`src/rtl/glitch_pulse_router_pkg.sv`:
```
// glitch_pulse_router_pkg
// Shared definitions for the glitch pulse router: default parameter values,
// the global arm/fire state encoding, the per-channel state encoding and the
// output-level helper used by every channel.
package glitch_pulse_router_pkg;

   localparam int DEF_NUM_CH  = 8;
   localparam int DEF_DELAY_W = 16;
   localparam int DEF_WIDTH_W = 16;

   typedef enum logic [1:0] {
      ST_DISARMED = 2'd0,
      ST_ARMED    = 2'd1,
      ST_FIRING   = 2'd2
   } globalState_t;

   typedef enum logic [1:0] {
      CH_IDLE  = 2'd0,
      CH_DELAY = 2'd1,
      CH_PULSE = 2'd2
   } chanState_t;

   // Pin level for a channel: the pulse or a static force, then polarity.
   function automatic logic outLevel(input logic pulse, input logic frc, input logic inv);
      return (pulse | frc) ^ inv;
   endfunction

endpackage

```
`src/rtl/glitch_pulse_channel.sv`:
```
// glitch_pulse_channel
// One output channel: holds its config registers, runs the delay and width
// counters for a single shot, and registers the pin level.
// Ports:
//   clk, rst_n       clock, async active-low reset
//   i_we             config write strobe for this channel
//   i_en, i_force, i_invert, i_delay, i_width   config fields
//   i_fire           trigger accepted this edge (load counters)
//   i_abort          return to idle immediately
//   o_out            registered pin level
//   o_activeNext     channel will still be delaying/pulsing after this edge
module glitch_pulse_channel
   import glitch_pulse_router_pkg::*;
#(
   parameter int DELAY_W = DEF_DELAY_W,
   parameter int WIDTH_W = DEF_WIDTH_W
) (
   input  logic               clk,
   input  logic               rst_n,
   input  logic               i_we,
   input  logic               i_en,
   input  logic               i_force,
   input  logic               i_invert,
   input  logic [DELAY_W-1:0] i_delay,
   input  logic [WIDTH_W-1:0] i_width,
   input  logic               i_fire,
   input  logic               i_abort,
   output logic               o_out,
   output logic               o_activeNext
);

   logic               r_en;
   logic               r_force;
   logic               r_invert;
   logic [DELAY_W-1:0] r_delay;
   logic [WIDTH_W-1:0] r_width;
   chanState_t         r_state;
   logic [DELAY_W-1:0] r_delayCnt;
   logic [WIDTH_W-1:0] r_widthCnt;
   logic               r_out;

   assign o_out = r_out;

   // The global FSM asks at each edge whether anything is still running after
   // it; a pulse whose remaining count is zero ends on this very edge.
   assign o_activeNext = (r_state == CH_DELAY) ||
                         ((r_state == CH_PULSE) && (r_widthCnt != '0));

   // Config registers. Delay/width/enable are only read when a trigger loads
   // the counters, so rewriting them mid-shot only affects the next shot.
   always_ff @(posedge clk or negedge rst_n) begin
      if (!rst_n) begin
         r_en     <= 1'b0;
         r_force  <= 1'b0;
         r_invert <= 1'b0;
         r_delay  <= '0;
         r_width  <= '0;
      end else if (i_we) begin
         r_en     <= i_en;
         r_force  <= i_force;
         r_invert <= i_invert;
         r_delay  <= i_delay;
         r_width  <= i_width;
      end
   end

   // Shot sequencer. The delay counter holds the edges still to wait; the
   // width counter is pre-decremented on entering PULSE so that a zero count
   // in PULSE means this edge is the one where the pulse drops. The pin level
   // uses the force/invert registers as they stood before this edge, so a
   // config write shows on the pin one edge later.
   always_ff @(posedge clk or negedge rst_n) begin
      if (!rst_n) begin
         r_state    <= CH_IDLE;
         r_delayCnt <= '0;
         r_widthCnt <= '0;
         r_out      <= 1'b0;
      end else if (i_abort) begin
         r_state <= CH_IDLE;
         r_out   <= outLevel(1'b0, r_force, r_invert);
      end else begin
         case (r_state)
            CH_IDLE: begin
               r_out <= outLevel(1'b0, r_force, r_invert);
               if (i_fire && r_en && (r_width != '0)) begin
                  r_state    <= CH_DELAY;
                  r_delayCnt <= r_delay;
                  r_widthCnt <= r_width;
               end
            end
            CH_DELAY: begin
               if (r_delayCnt == '0) begin
                  r_state    <= CH_PULSE;
                  r_widthCnt <= r_widthCnt - WIDTH_W'(1);
                  r_out      <= outLevel(1'b1, r_force, r_invert);
               end else begin
                  r_delayCnt <= r_delayCnt - DELAY_W'(1);
                  r_out      <= outLevel(1'b0, r_force, r_invert);
               end
            end
            CH_PULSE: begin
               if (r_widthCnt == '0) begin
                  r_state <= CH_IDLE;
                  r_out   <= outLevel(1'b0, r_force, r_invert);
               end else begin
                  r_widthCnt <= r_widthCnt - WIDTH_W'(1);
                  r_out      <= outLevel(1'b1, r_force, r_invert);
               end
            end
            default: begin
               r_state <= CH_IDLE;
               r_out   <= outLevel(1'b0, r_force, r_invert);
            end
         endcase
      end
   end

endmodule

```
`src/rtl/glitch_pulse_router.sv`:
```
// glitch_pulse_router
// Routes a single-cycle glitch-start strobe to NUM_CH output pins, each with
// its own enable, delay, pulse width, force level and polarity. A global
// single-shot FSM (DISARMED -> ARMED -> FIRING -> DISARMED) gates the trigger.
// Ports:
//   clk, rst_n          clock, async active-low reset
//   i_cfg_we/addr       config write strobe and channel index
//   i_cfg_en/force/invert/delay/width   config fields for the addressed channel
//   i_arm, i_abort, i_trig              control strobes
//   o_out               registered channel pins
//   o_armed, o_busy     FSM in ARMED / FIRING with channels running
//   o_done              one-cycle pulse when a shot completes
module glitch_pulse_router
   import glitch_pulse_router_pkg::*;
#(
   parameter int NUM_CH  = DEF_NUM_CH,
   parameter int DELAY_W = DEF_DELAY_W,
   parameter int WIDTH_W = DEF_WIDTH_W
) (
   input  logic                                          clk,
   input  logic                                          rst_n,
   input  logic                                          i_cfg_we,
   input  logic [$clog2((NUM_CH > 1) ? NUM_CH : 2)-1:0]  i_cfg_addr,
   input  logic                                          i_cfg_en,
   input  logic                                          i_cfg_force,
   input  logic                                          i_cfg_invert,
   input  logic [DELAY_W-1:0]                            i_cfg_delay,
   input  logic [WIDTH_W-1:0]                            i_cfg_width,
   input  logic                                          i_arm,
   input  logic                                          i_abort,
   input  logic                                          i_trig,
   output logic [NUM_CH-1:0]                             o_out,
   output logic                                          o_armed,
   output logic                                          o_busy,
   output logic                                          o_done
);

   localparam int ADDR_W = $clog2((NUM_CH > 1) ? NUM_CH : 2);

   globalState_t      r_state;
   logic              r_armed;
   logic              r_busy;
   logic              r_done;
   logic [NUM_CH-1:0] w_chanWe;
   logic [NUM_CH-1:0] w_activeNext;
   logic [NUM_CH-1:0] w_out;
   logic              w_fire;
   logic              w_anyActive;

   // A trigger is only accepted while armed, and abort overrides it.
   assign w_fire      = (r_state == ST_ARMED) && i_trig && !i_abort;
   assign w_anyActive = |w_activeNext;

   assign o_out   = w_out;
   assign o_armed = r_armed;
   assign o_busy  = r_busy;
   assign o_done  = r_done;

   // Addresses at or beyond NUM_CH match no channel and are dropped.
   for (genvar k = 0; k < NUM_CH; k++) begin : g_chan
      assign w_chanWe[k] = i_cfg_we && (i_cfg_addr == ADDR_W'(k));

      glitch_pulse_channel #(
         .DELAY_W (DELAY_W),
         .WIDTH_W (WIDTH_W)
      ) u_chan (
         .clk          (clk),
         .rst_n        (rst_n),
         .i_we         (w_chanWe[k]),
         .i_en         (i_cfg_en),
         .i_force      (i_cfg_force),
         .i_invert     (i_cfg_invert),
         .i_delay      (i_cfg_delay),
         .i_width      (i_cfg_width),
         .i_fire       (w_fire),
         .i_abort      (i_abort),
         .o_out        (w_out[k]),
         .o_activeNext (w_activeNext[k])
      );
   end

   // Global single-shot FSM. Busy is raised from the first edge after the
   // trigger while any channel keeps running; the edge on which the last
   // channel finishes drops busy, pulses done and disarms. A shot with no
   // participating channels therefore completes on the edge after the trigger
   // without ever showing busy.
   always_ff @(posedge clk or negedge rst_n) begin
      if (!rst_n) begin
         r_state <= ST_DISARMED;
         r_armed <= 1'b0;
         r_busy  <= 1'b0;
         r_done  <= 1'b0;
      end else begin
         r_done <= 1'b0;
         if (i_abort) begin
            r_state <= ST_DISARMED;
            r_armed <= 1'b0;
            r_busy  <= 1'b0;
         end else begin
            case (r_state)
               ST_DISARMED: begin
                  if (i_arm) begin
                     r_state <= ST_ARMED;
                     r_armed <= 1'b1;
                  end
               end
               ST_ARMED: begin
                  if (i_trig) begin
                     r_state <= ST_FIRING;
                     r_armed <= 1'b0;
                  end
               end
               ST_FIRING: begin
                  if (!w_anyActive) begin
                     r_state <= ST_DISARMED;
                     r_busy  <= 1'b0;
                     r_done  <= 1'b1;
                  end else begin
                     r_busy <= 1'b1;
                  end
               end
               default: begin
                  r_state <= ST_DISARMED;
                  r_armed <= 1'b0;
                  r_busy  <= 1'b0;
               end
            endcase
         end
      end
   end

endmodule

```
`config.mk`:
```
export PLATFORM = sky130hd
export DESIGN_NAME = glitch_pulse_router
export DESIGN_NICKNAME = d
export VERILOG_FILES = /design/src/rtl/glitch_pulse_router_pkg.sv /design/src/rtl/glitch_pulse_channel.sv /design/src/rtl/glitch_pulse_router.sv
export SDC_FILE = /design/constraint.sdc
export NUM_CORES = 1
export LEC_CHECK = 0
export BUFFER_PORTS_ARGS = -buffer_cell sky130_fd_sc_hd__clkbuf_2
export CAP_MARGIN = 20
export CORE_ASPECT_RATIO = 1.75
export CORE_MARGIN = 1.5
export CORE_UTILIZATION = 40
export DETAILED_ROUTE_END_ITERATION = 10
export PLACE_DENSITY = 0.58
export SYNTH_ARGS = -nofsm -noshare
export SYNTH_HDL_FRONTEND = slang
export SYNTH_SLANG_ARGS = --single-unit
```
`constraint.sdc`:
```
create_clock -name clk -period 9.3 [get_ports clk]
set_clock_uncertainty 0.15 [all_clocks]
set_input_delay 1.86 -clock clk [delete_from_list [all_inputs] [get_ports clk]]
set_output_delay 1.86 -clock clk [all_outputs]
set_load 0.05 [all_outputs]
```
==> results by group, run 1 <==
Worst hold path
  • Class of the worst hold path: reg -> reg
  • Hold Crit Start: g_chan[1].u_chan.r_delay[7]

Setup path
  • Worst path bufs/invs: 2
  • Crit-path max cell delay: 0.73 ns
  • CP top delay family: simple AND/OR/NAND/NOR gates
  • Setup crit start kind: input port
  • Worst endpoint required time: 9.61 ns
  • Worst path cell trace: clkbuf_2 -> nor4bb_4 -> buf_4 -> nand2_1 -> o21ai_0 -> and4_1 -> and2_1 -> a21oi_1
  • Crit Path Category: in -> reg
  • Data arrival, critical path: 4.61 ns
  • Crit Path Max Fanout: 18
  • Slowest stage cell, crit path: and4_1
  • Critical path endpoint category: register
  • Worst Setup SP: i_abort
  • Worst reg2reg path startpoint: g_chan[7].u_chan.r_delayCnt[0]

STA
  • Peak Freq: 232 MHz
  • Worst Hold Margin: 0.335 ns
  • Finish-stage setup viols: 0
  • RSZ-0062 raised after global routing: no
  • Final worst-path cycle share: 46.3%
  • Fin crit period: 4.30 ns
  • Slew Limit Fails: 0
  • Rel. slew slack: 23.5%
  • Setup ws final: 5.00 ns
  • Setup TNS: 0 ns
  • Endpoints failing hold: 0
  • Worst Tran Pin Value: 1.14 ns

Routing
  • Total number of vias: 24.1k
  • Vias/cell: 6.08
  • TritonRoute pass-1 iters: 5
  • Routed Wire Length: 86.0 mm
  • Remaining antenna violation count: 0
  • DR WL/cell: 21.7 µm
  • Drt drc: 0
  • Drt initial violations: 1711

Layout
  • Share of layout cells above drive strength 1: 17.2%
  • Area Overhead vs Synth: 10.3%
  • Layout Cell Area excl Fill: 32800 µm²
  • Nets: 3086
  • Fin cells: 3954
  • Final core occ: 44.4%
  • Fillers: 6894

Floorplan
  • Initial core utilization: 40.3%
  • Core outline area: 73800 µm²
  • # IOs: 55
  • Die Area: 76000 µm²
  • Rows: 132
  • Die width: 209 µm
  • Chip Height: 364 µm

Clock network
  • TritonCTS buffer count: 55
  • Root Buffer: clkbuf_16
  • Post_cts resized: 0
  • CTS tree: built
  • Worst skew pair latency: 0.61 ns
  • Hold Buf Count CTS: 0
  • Post-CTS setup buffer count: 0
  • # clock sinks: 565
  • H-tree Lvls: 2
  • Clk pin slew, worst setup/hold paths: 0.07 ns
  • Clk buf depth: 3

Pwr
  • Pwr Density: 292 nW/µm²
  • LEAKAGE: 13.2 nW
  • Pwr Total: 9.57 mW
  • Max rail drop VDD: 0.139 mV

Synthesis
  • Synth cell types: 75
  • Synth area leader: dfrtp_1
  • Async SR Flop Fraction: 100%
  • Top area cells in the synthesized netlist: dfrtp_1 (48%), mux2_2 (10%), ha_1 (3.0%), o21ai_0 (2.8%), a21oi_1 (2.8%)
  • EDFF count, synth: 0
  • Cells after Synth: 2985
  • Yosys reg bits: 565
  • Cell Area, Synth: 29700 µm²
  • Post-synth net total: 3100
  • Sequential fraction of the synthesis area: 47.6%
  • Count leader, synth: dfrtp_1
  • Warnings, synthesis: 0
  • Top FF cell, synth: dfrtp_1
  • Top cell type's share of synthesized area: 47.6%
  • Synth Area per Inst: 9.96 µm²
  • Post-synth top cells: dfrtp_1 (565), mux2_2 (277), nand2_1 (212)

Global routing
  • Vias in the first global route: 23.9k
  • Gr ovfl total: 0
  • Initial antenna violation count: 1
  • First-pass GRT wire length: 135 mm
  • Largest net degree at the start of global routing: 121
  • All-Layer GR Usage: 22.5%

Placement
  • Pre-CTS worst setup slack: 4.39 ns
  • # port buffers: 54
  • Placed cell area: 30900 µm²
  • GPL Wtd Cong: 0.880
  • Hpwl dp: 59.2 mm
  • Placed insts: 3851

Outcome
  • Outcome: finished, final reports clean

Flow run
  • Max Cap Violations: 0
## layer usage
layer / global-route usage [%] / share of wire [%] / vias to the layer above
met5: 0 / 0.015 / -
met4: 11.9 / 5.5 / 2
met3: 2.27 / 3.8 / 213
met2: 41.0 / 52 / 622
met1: 25.9 / 39 / 12155
li1: - / - / 11068
## final cells by class
cell class	count	area (µm²)	share of cell area, %
tap	938	1170	3.58
inverter	123	462	1.41
clock buffer	83	1640	5.01
timing repair buffer	95	628	1.92
clock inverter	18	215	0.656
antenna	1	2.50	0.00763
sequential	565	14100	43.1
multi-input combinational	2131	14500	44.3
## worst register-to-register path: stages, from the launching register on
cell	delay (ns)
dfrtp_1	0.39
inv_1	0.12
ha_1	0.15
or4b_2	0.60
or4_1	0.72
a21oi_2	0.27
nand4_1	0.51
or4b_2	0.81
nand3_1	0.10
## cell families after synthesis
kind of cell / Yosys count / share of synthesized area (%)
buffers and inverters: 289 / 3.79
AND/OR/NAND/NOR: 1026 / 17.8
adder cells (fa/ha/maj): 71 / 2.99
multiplexers: 323 / 12.0
AO/OA/AOI/OAI: 711 / 15.9
flip-flops: 565 / 47.6
## registers in the layout, summed over array words and instances (netlist names)
register                  flops
g_chan.u_chan.r_delay       128
g_chan.u_chan.r_en            8
o_armed                       1
g_chan.u_chan.o_out           8
g_chan.u_chan.r_invert        8
r_state                       2
g_chan.u_chan.r_width       128
o_done                        1
g_chan.u_chan.r_state        16
o_busy                        1
g_chan.u_chan.r_force         8
g_chan.u_chan.r_widthCnt    128
g_chan.u_chan.r_delayCnt    128
## placed cells by master, fill, tap and decap left out, types with 26 or more instances in the layout
cell type  count
a211oi_1      26
a21oi_1      166
a31oi_1       41
buf_4         37
clkbuf_16     57
clkbuf_2      53
dfrtp_1      565
ha_1          71
inv_1        119
mux2_2       277
mux2i_1       46
nand2_1      212
nand2b_1      26
nand3_1      124
nand4_1       36
nor2_1       192
nor3_1       123
nor4_1        94
o21ai_0      168
o22a_1        30
o22ai_1       38
or3_1         47
or4_1         34
## power by group
group	leakage (nW)	total (mW)	internal (mW)	switching, mW
sequential	6.75	4.22	3.31	0.901
clock	0.927	2.36	1.35	1.00
combinational	5.52	3.00	1.28	1.72
total	13.2	9.57	5.94	3.62
## path summary, 6_finish.rpt
check	cells after the start	endpoint	slack, ns
max	8	g_chan[4].u_chan.r_widthCnt[13]	5.00
min	2	g_chan[1].u_chan.r_delayCnt[7]	0.34
min reg2reg	2	g_chan[1].u_chan.r_delayCnt[7]	0.34
max in group asynchronous	3	g_chan[3].u_chan.r_width[1]	5.85
max reg2reg	8	g_chan[7].u_chan.r_widthCnt[13]	5.43
min in group asynchronous	1	g_chan[2].u_chan.r_delayCnt[4]	1.08
(Power assumes the default switching activity.)
==> run 2, diff against run 1 <==
Settings changed: PLACE_DENSITY 0.58 to 0.6.
Clock period 9.3 ns to 3.6 ns, I/O delays scaled along.
==> run 2 against run 1 <==
Wire length down 0.27%; via count up 0.25%; core utilization up 0.58 points; non-clock buffer count up 42; final cell count up 1.0%; critical path depth unchanged; combinational power rose to 2.6 times the previous value; highest routed layer unchanged.
==> results by group, run 2 (synthesis results as in run 1) <==
Layout
  • Area Overhead vs Synth: 11.7%
  • Most frequent cells in the layout: dfrtp_1 (565), mux2_2 (277), nand2_1 (212), nor2_1 (192), o21ai_0 (168)
  • Fin cells: 3995
  • Share of layout cells above drive strength 1: 18.4%
  • Nets: 3127
  • Most common cell after layout, fill and taps aside: dfrtp_1
  • Layout Cell Area excl Fill: 33200 µm²
  • Antenna diodes: 0
  • Final core occ: 45.0%

Routing
  • Remaining antenna violation count: 0
  • Drt drc: 0
  • Total number of vias: 24.1k
  • Drt initial violations: 1571
  • Routed Wire Length: 85.7 mm
  • DR WL/cell: 21.5 µm
  • TritonRoute pass-1 iters: 6
  • Vias/cell: 6.04

STA
  • Worst Tran Pin Value: 0.883 ns
  • Fin crit period: 3.41 ns
  • Final worst-path cycle share: 94.8%
  • Finish-stage setup viols: 0
  • Setup TNS: 0 ns
  • RSZ-0062 raised after global routing: no
  • Endpoints failing hold: 0
  • Rel. slew slack: 40.8%
  • Worst Hold Margin: 0.307 ns
  • Slew Limit Fails: 0
  • Peak Freq: 293 MHz

Setup path
  • Worst endpoint required time: 3.98 ns
  • FF-to-FF End: g_chan[7].u_chan.r_widthCnt[11]
  • Crit Path Max Fanout: 5
  • Setup crit start kind: register
  • CP top delay family: simple AND/OR/NAND/NOR gates
  • Worst reg2reg path startpoint: g_chan[7].u_chan.r_delayCnt[0]
  • Worst R2R Path Depth: 8
  • Data arrival, critical path: 3.80 ns
  • Slowest stage cell, crit path: or4b_2
  • Flop2flop setup slack: 0.19 ns
  • Worst path cell trace: inv_1 -> ha_1 -> or4b_2 -> or4_1 -> a21oi_2 -> nand4_1 -> or4b_2 -> nand3_1
  • Most frequent cell on the critical path: or4b_2
  • Crit Path Category: reg -> reg
  • Crit-path max cell delay: 0.69 ns
  • Worst path bufs/invs: 1
  • Critical path endpoint category: register

Clock network
  • Clk buf depth: 3
  • Post-CTS setup buffer count: 0
  • TritonCTS buffer count: 54
  • # clock sinks: 565
  • H-tree Lvls: 2
  • CTS tree: built
  • Worst skew pair latency: 0.61 ns
  • Hold Buf Count CTS: 1
  • Root Buffer: clkbuf_16
  • Clk pin slew, worst setup/hold paths: 0.06 ns
  • Post_cts resized: 0

Floorplan
  • Initial core utilization: 40.3%
  • Die Area: 76000 µm²
  • Die width: 209 µm
  • Rows: 132
  • # IOs: 55
  • Chip Height: 364 µm
  • Core outline area: 73800 µm²

Global routing
  • First-pass GRT wire length: 138 mm
  • Gr ovfl total: 0
  • All-Layer GR Usage: 22.7%
  • Vias in the first global route: 24.7k
  • Initial antenna violation count: 2
  • Largest net degree at the start of global routing: 77

Flow run
  • Max Cap Violations: 0

Worst hold path
  • Worst Hold Path EP: r_state[0]
  • Hold path cells: 4
  • Class of the worst hold path: in -> reg
  • Hold Crit Start: i_arm

Pwr
  • LEAKAGE: 13.4 nW
  • Max rail drop VDD: 0.365 mV
  • Pwr Density: 748 nW/µm²

Placement
  • Placed insts: 3893
  • Placed cell area: 31300 µm²
  • GPL Wtd Cong: 0.875
  • Hpwl dp: 59.8 mm
  • # port buffers: 54

Outcome
  • Outcome: finished, final reports clean
==> run 2: cell types whose count changed in the layout (fill, tap and decap cells not counted), sizes merged <==
| cell | previous run | this run |
|---|---|---|
| clkinvlp | 0 | 1 |
| clkbuf | 136 | 137 |
| bufinv | 5 | 4 |
| diode | 1 | 0 |
| clkinv | 17 | 16 |
| dlygate4sd3 | 0 | 1 |
| buf | 42 | 83 |
==> run 2: report_power, final <==
part | switching, mW | total [mW] | internal, mW
combinational | 4.45 | 7.85 | 3.40
clock | 2.57 | 6.10 | 3.53
sequential | 2.34 | 10.9 | 8.56
total | 9.36 | 24.8 | 15.5
==> run 2: per-layer routing <==
| metal | wire length, µm | global-route usage, % | up-vias |
|---|---|---|---|
| li1 | - | - | 11152 |
| met1 | 33600 | 26.1 | 12059 |
| met2 | 42900 | 40.2 | 653 |
| met3 | 3440 | 2.71 | 251 |
| met4 | 5800 | 14.2 | 4 |
| met5 | 30 | 0 | - |
==> run 2: worst max path at each step <==
stage,from,to,cells past startpoint
3_5_place_dp,g_chan[7].u_chan.r_delayCnt[0],g_chan[7].u_chan.r_widthCnt[11],8
4_1_cts,g_chan[7].u_chan.r_delayCnt[0],g_chan[7].u_chan.r_widthCnt[11],8
6_report,g_chan[7].u_chan.r_delayCnt[0],g_chan[7].u_chan.r_widthCnt[11],8
3_3_place_gp,g_chan[7].u_chan.r_delayCnt[0],g_chan[7].u_chan.r_widthCnt[11],8
5_1_grt,g_chan[7].u_chan.r_delayCnt[0],g_chan[7].u_chan.r_delayCnt[3],8
2_1_floorplan,i_abort,g_chan[1].u_chan.r_delayCnt[12],7
==> run 2: final cells by class <==
cell class                 instances  area [µm²]
multi-input combinational       2131       14500
timing repair buffer             137        1020
tap                              938        1170
inverter                         123         462
clock inverter                    17         199
sequential                       565       14100
clock buffer                      84        1700
fill                            6826       40600
==> run 2: worst register-to-register path: stages (launching register included) <==
cell and delay [ns]:
dfrtp_1 0.40, inv_1 0.12, ha_1 0.15, or4b_2 0.58
or4_1 0.67, a21oi_2 0.26, nand4_1 0.23, or4b_2 0.69
nand3_1 0.10
==> run 2: stage by stage <==
step / setup WS [ns] / total power [mW]
global placement: 0.244 / 18.3
CTS: 0.215 / 24.9
detailed placement: 0.237 / 18.8
global route: 0.0119 / 26.5
finish: 0.186 / 24.8
floorplan: 0.476 / 16.2
==> run 3, diff against run 2 <==
Settings changed: CAP_MARGIN 20 to 15, CORE_ASPECT_RATIO 1.75 to 2, PLACE_DENSITY 0.6 to default.
==> run 3 against run 2 <==
First-iteration DRC count fell by 0.64%; non-clock buffer count fell by 2; worst hold slack improved by 0.026 ns; register-to-register slack improved by 0.05 ns; via count rose by 0.63%; flip-flop and latch count did not move; fmax rose by 1.4%; final area rose by 0.11%; core utilization rose by 0.098 points; clock power rose by 4.8%.
==> results by group, run 3 (synthesis results as in run 1) <==
Outcome
  • Outcome: finished, final reports clean

Global routing
  • Initial antenna violation count: 0
  • Largest net degree at the start of global routing: 94
  • First-pass GRT wire length: 137 mm
  • All-Layer GR Usage: 22.9%
  • Vias in the first global route: 24.6k
  • Gr ovfl total: 0

Clock network
  • Post-CTS setup buffer count: 0
  • Root Buffer: clkbuf_16
  • # clock sinks: 565
  • Worst skew pair latency: 0.61 ns
  • Clk buf depth: 3
  • Clk pin slew, worst setup/hold paths: 0.07 ns
  • CTS tree: built
  • H-tree Lvls: 2
  • TritonCTS buffer count: 52

Setup path
  • Setup crit start kind: register
  • Crit Path Max Fanout: 6
  • Worst endpoint required time: 4.00 ns
  • Worst path cell trace: inv_1 -> ha_1 -> or4b_2 -> or4_1 -> a21oi_2 -> nand4_1 -> or4b_2 -> nand3_1
  • Crit Path Category: reg -> reg
  • Critical path endpoint category: register
  • Worst R2R Path Depth: 8
  • Data arrival, critical path: 3.77 ns
  • Worst path bufs/invs: 1
  • Slowest stage cell, crit path: or4b_2
  • Flop2flop setup slack: 0.23 ns
  • Crit-path max cell delay: 0.70 ns
  • Worst Setup SP: g_chan[7].u_chan.r_delayCnt[0]
  • FF-to-FF End: g_chan[7].u_chan.r_widthCnt[11]
  • Worst reg2reg path startpoint: g_chan[7].u_chan.r_delayCnt[0]
  • CP top delay family: simple AND/OR/NAND/NOR gates
  • Worst Setup EP: g_chan[7].u_chan.r_widthCnt[11]
  • Most frequent cell on the critical path: or4b_2
  • Levels on crit path: 8

Layout
  • Layout Cell Area excl Fill: 33300 µm²
  • Share of layout cells above drive strength 1: 18.4%
  • Nets: 3123
  • Antenna diodes: 0
  • Area Overhead vs Synth: 11.9%
  • Fillers: 6940
  • Most frequent cells in the layout: dfrtp_1 (565), mux2_2 (277), nand2_1 (212), nor2_1 (192), o21ai_0 (168)
  • Most common cell after layout, fill and taps aside: dfrtp_1

STA
  • Endpoints failing hold: 0
  • Setup TNS: 0 ns
  • Finish-stage setup viols: 0
  • Worst Tran Pin Value: 0.921 ns
  • Rel. slew slack: 38.3%
  • Peak Freq: 297 MHz
  • Final worst-path cycle share: 93.5%
  • RSZ-0062 raised after global routing: no
  • Slew Limit Fails: 0
  • Fin crit period: 3.37 ns

Pwr
  • Cell Int Power: 15.8 mW
  • Clock share of power: 25.4%
  • Max rail drop VDD: 0.475 mV
  • Switch Pwr: 9.41 mW
  • Gate power share: 31.2%
  • LEAKAGE: 13.5 nW
  • Pwr Density: 757 nW/µm²
  • Switch share: 37.4%
  • Part of the power in registers: 43.4%

Placement
  • Placed cell area: 31300 µm²
  • Hpwl dp: 61.4 mm
  • GPL Wtd Cong: 0.870
  • # port buffers: 54

Routing
  • Drt drc: 0
  • Remaining antenna violation count: 0
  • Drt initial violations: 1561
  • Vias/cell: 6.10
  • Total number of vias: 24.3k
  • Routed Wire Length: 86.9 mm
  • DR WL/cell: 21.8 µm
  • TritonRoute pass-1 iters: 7

Floorplan
  • Die Area: 76100 µm²
  • Rows: 141
  • # IOs: 55
  • Initial core utilization: 40.3%
  • Core outline area: 73700 µm²
  • Die width: 196 µm
  • Chip Height: 389 µm

Worst hold path
  • Class of the worst hold path: reg -> reg

Flow run
  • Max Cap Violations: 0
run 3: cell types whose count changed in the layout (fill, tap and decap cells not counted), sizes merged:
cell / previous run / this run
bufinv: 4 / 10
clkinv: 16 / 12
clkbuf: 137 / 129
buf: 83 / 81
clkinvlp: 1 / 2
run 3: layout make-up:
class / instances / area (µm²) / area share [%]
clock inverter: 20 / 374 / 1.13
sequential: 565 / 14100 / 42.5
inverter: 123 / 462 / 1.39
tap: 929 / 1160 / 3.50
timing repair buffer: 135 / 978 / 2.94
multi-input combinational: 2131 / 14500 / 43.7
clock buffer: 76 / 1600 / 4.82
run 3: stage by stage:
stage / power, mW / setup slack [ns] / cells / hold slack [ns] / utilization, %
6_report: 25.2 / 0.234 / 3979 / 0.332 / 45.1
5_1_grt: 26.8 / 0.0221 / 3979 / 0.364 / 45.1
3_5_place_dp: 18.8 / 0.164 / 3882 / 0.328 / 42.4
2_1_floorplan: 16.2 / 0.476 / 2985 / 0.274 / -
4_1_cts: 25.3 / 0.164 / 3979 / 0.337 / 45.1
3_3_place_gp: 18.4 / 0.211 / 3882 / 0.325 / 42.4
run 3: worst register-to-register path: stages, from the launching register on:
cell and delay [ns]:
dfrtp_1 0.39, inv_1 0.12, ha_1 0.15, or4b_2 0.57
or4_1 0.63, a21oi_2 0.25, nand4_1 0.26, or4b_2 0.70
nand3_1 0.10
run 3: metal layers:
layer / share of wire, % / vias up / track usage, %
met3: 3.8 / 246 / 2.13
met1: 37 / 12206 / 25.2
met4: 7.1 / 0 / 15.0
met5: 0 / - / 0
li1: - / 11142 / -
met2: 52 / 677 / 41.6
run 3: power groups by stage:
stage               logic, mW  registers [mW]  clock network (mW)
floorplan                6.04            10.2                   0
global placement         7.53            10.8                   0
detailed placement       7.85            11.0                   0
CTS                      7.87            10.9                6.54
global route             8.77            11.3                6.73
finish                   7.86            10.9                6.39
run 3: how the worst min path moves through the flow:
stage | startpoint | end | slack [ns] | cells after the start
3_3_place_gp | g_chan[7].u_chan.r_widthCnt[15] | g_chan[7].u_chan.r_widthCnt[15] | 0.32 | 1
6_report | g_chan[6].u_chan.r_invert | g_chan[6].u_chan.o_out | 0.33 | 1
5_1_grt | g_chan[7].u_chan.r_delay[14] | g_chan[7].u_chan.r_delay[14] | 0.36 | 1
3_5_place_dp | g_chan[7].u_chan.r_widthCnt[15] | g_chan[7].u_chan.r_widthCnt[15] | 0.33 | 1
4_1_cts | g_chan[7].u_chan.r_widthCnt[15] | g_chan[7].u_chan.r_widthCnt[15] | 0.34 | 1
2_1_floorplan | rst_n | g_chan[0].u_chan.o_out | 0.27 | 0
run 3: what timing repair did:
item | 4_1_cts | 5_1_grt
setup endpoints to repair | 0 | 5
hold buffers | 1 | 0
endpoints found under the hold margin | 6 | 0
resized for setup | 0 | 1
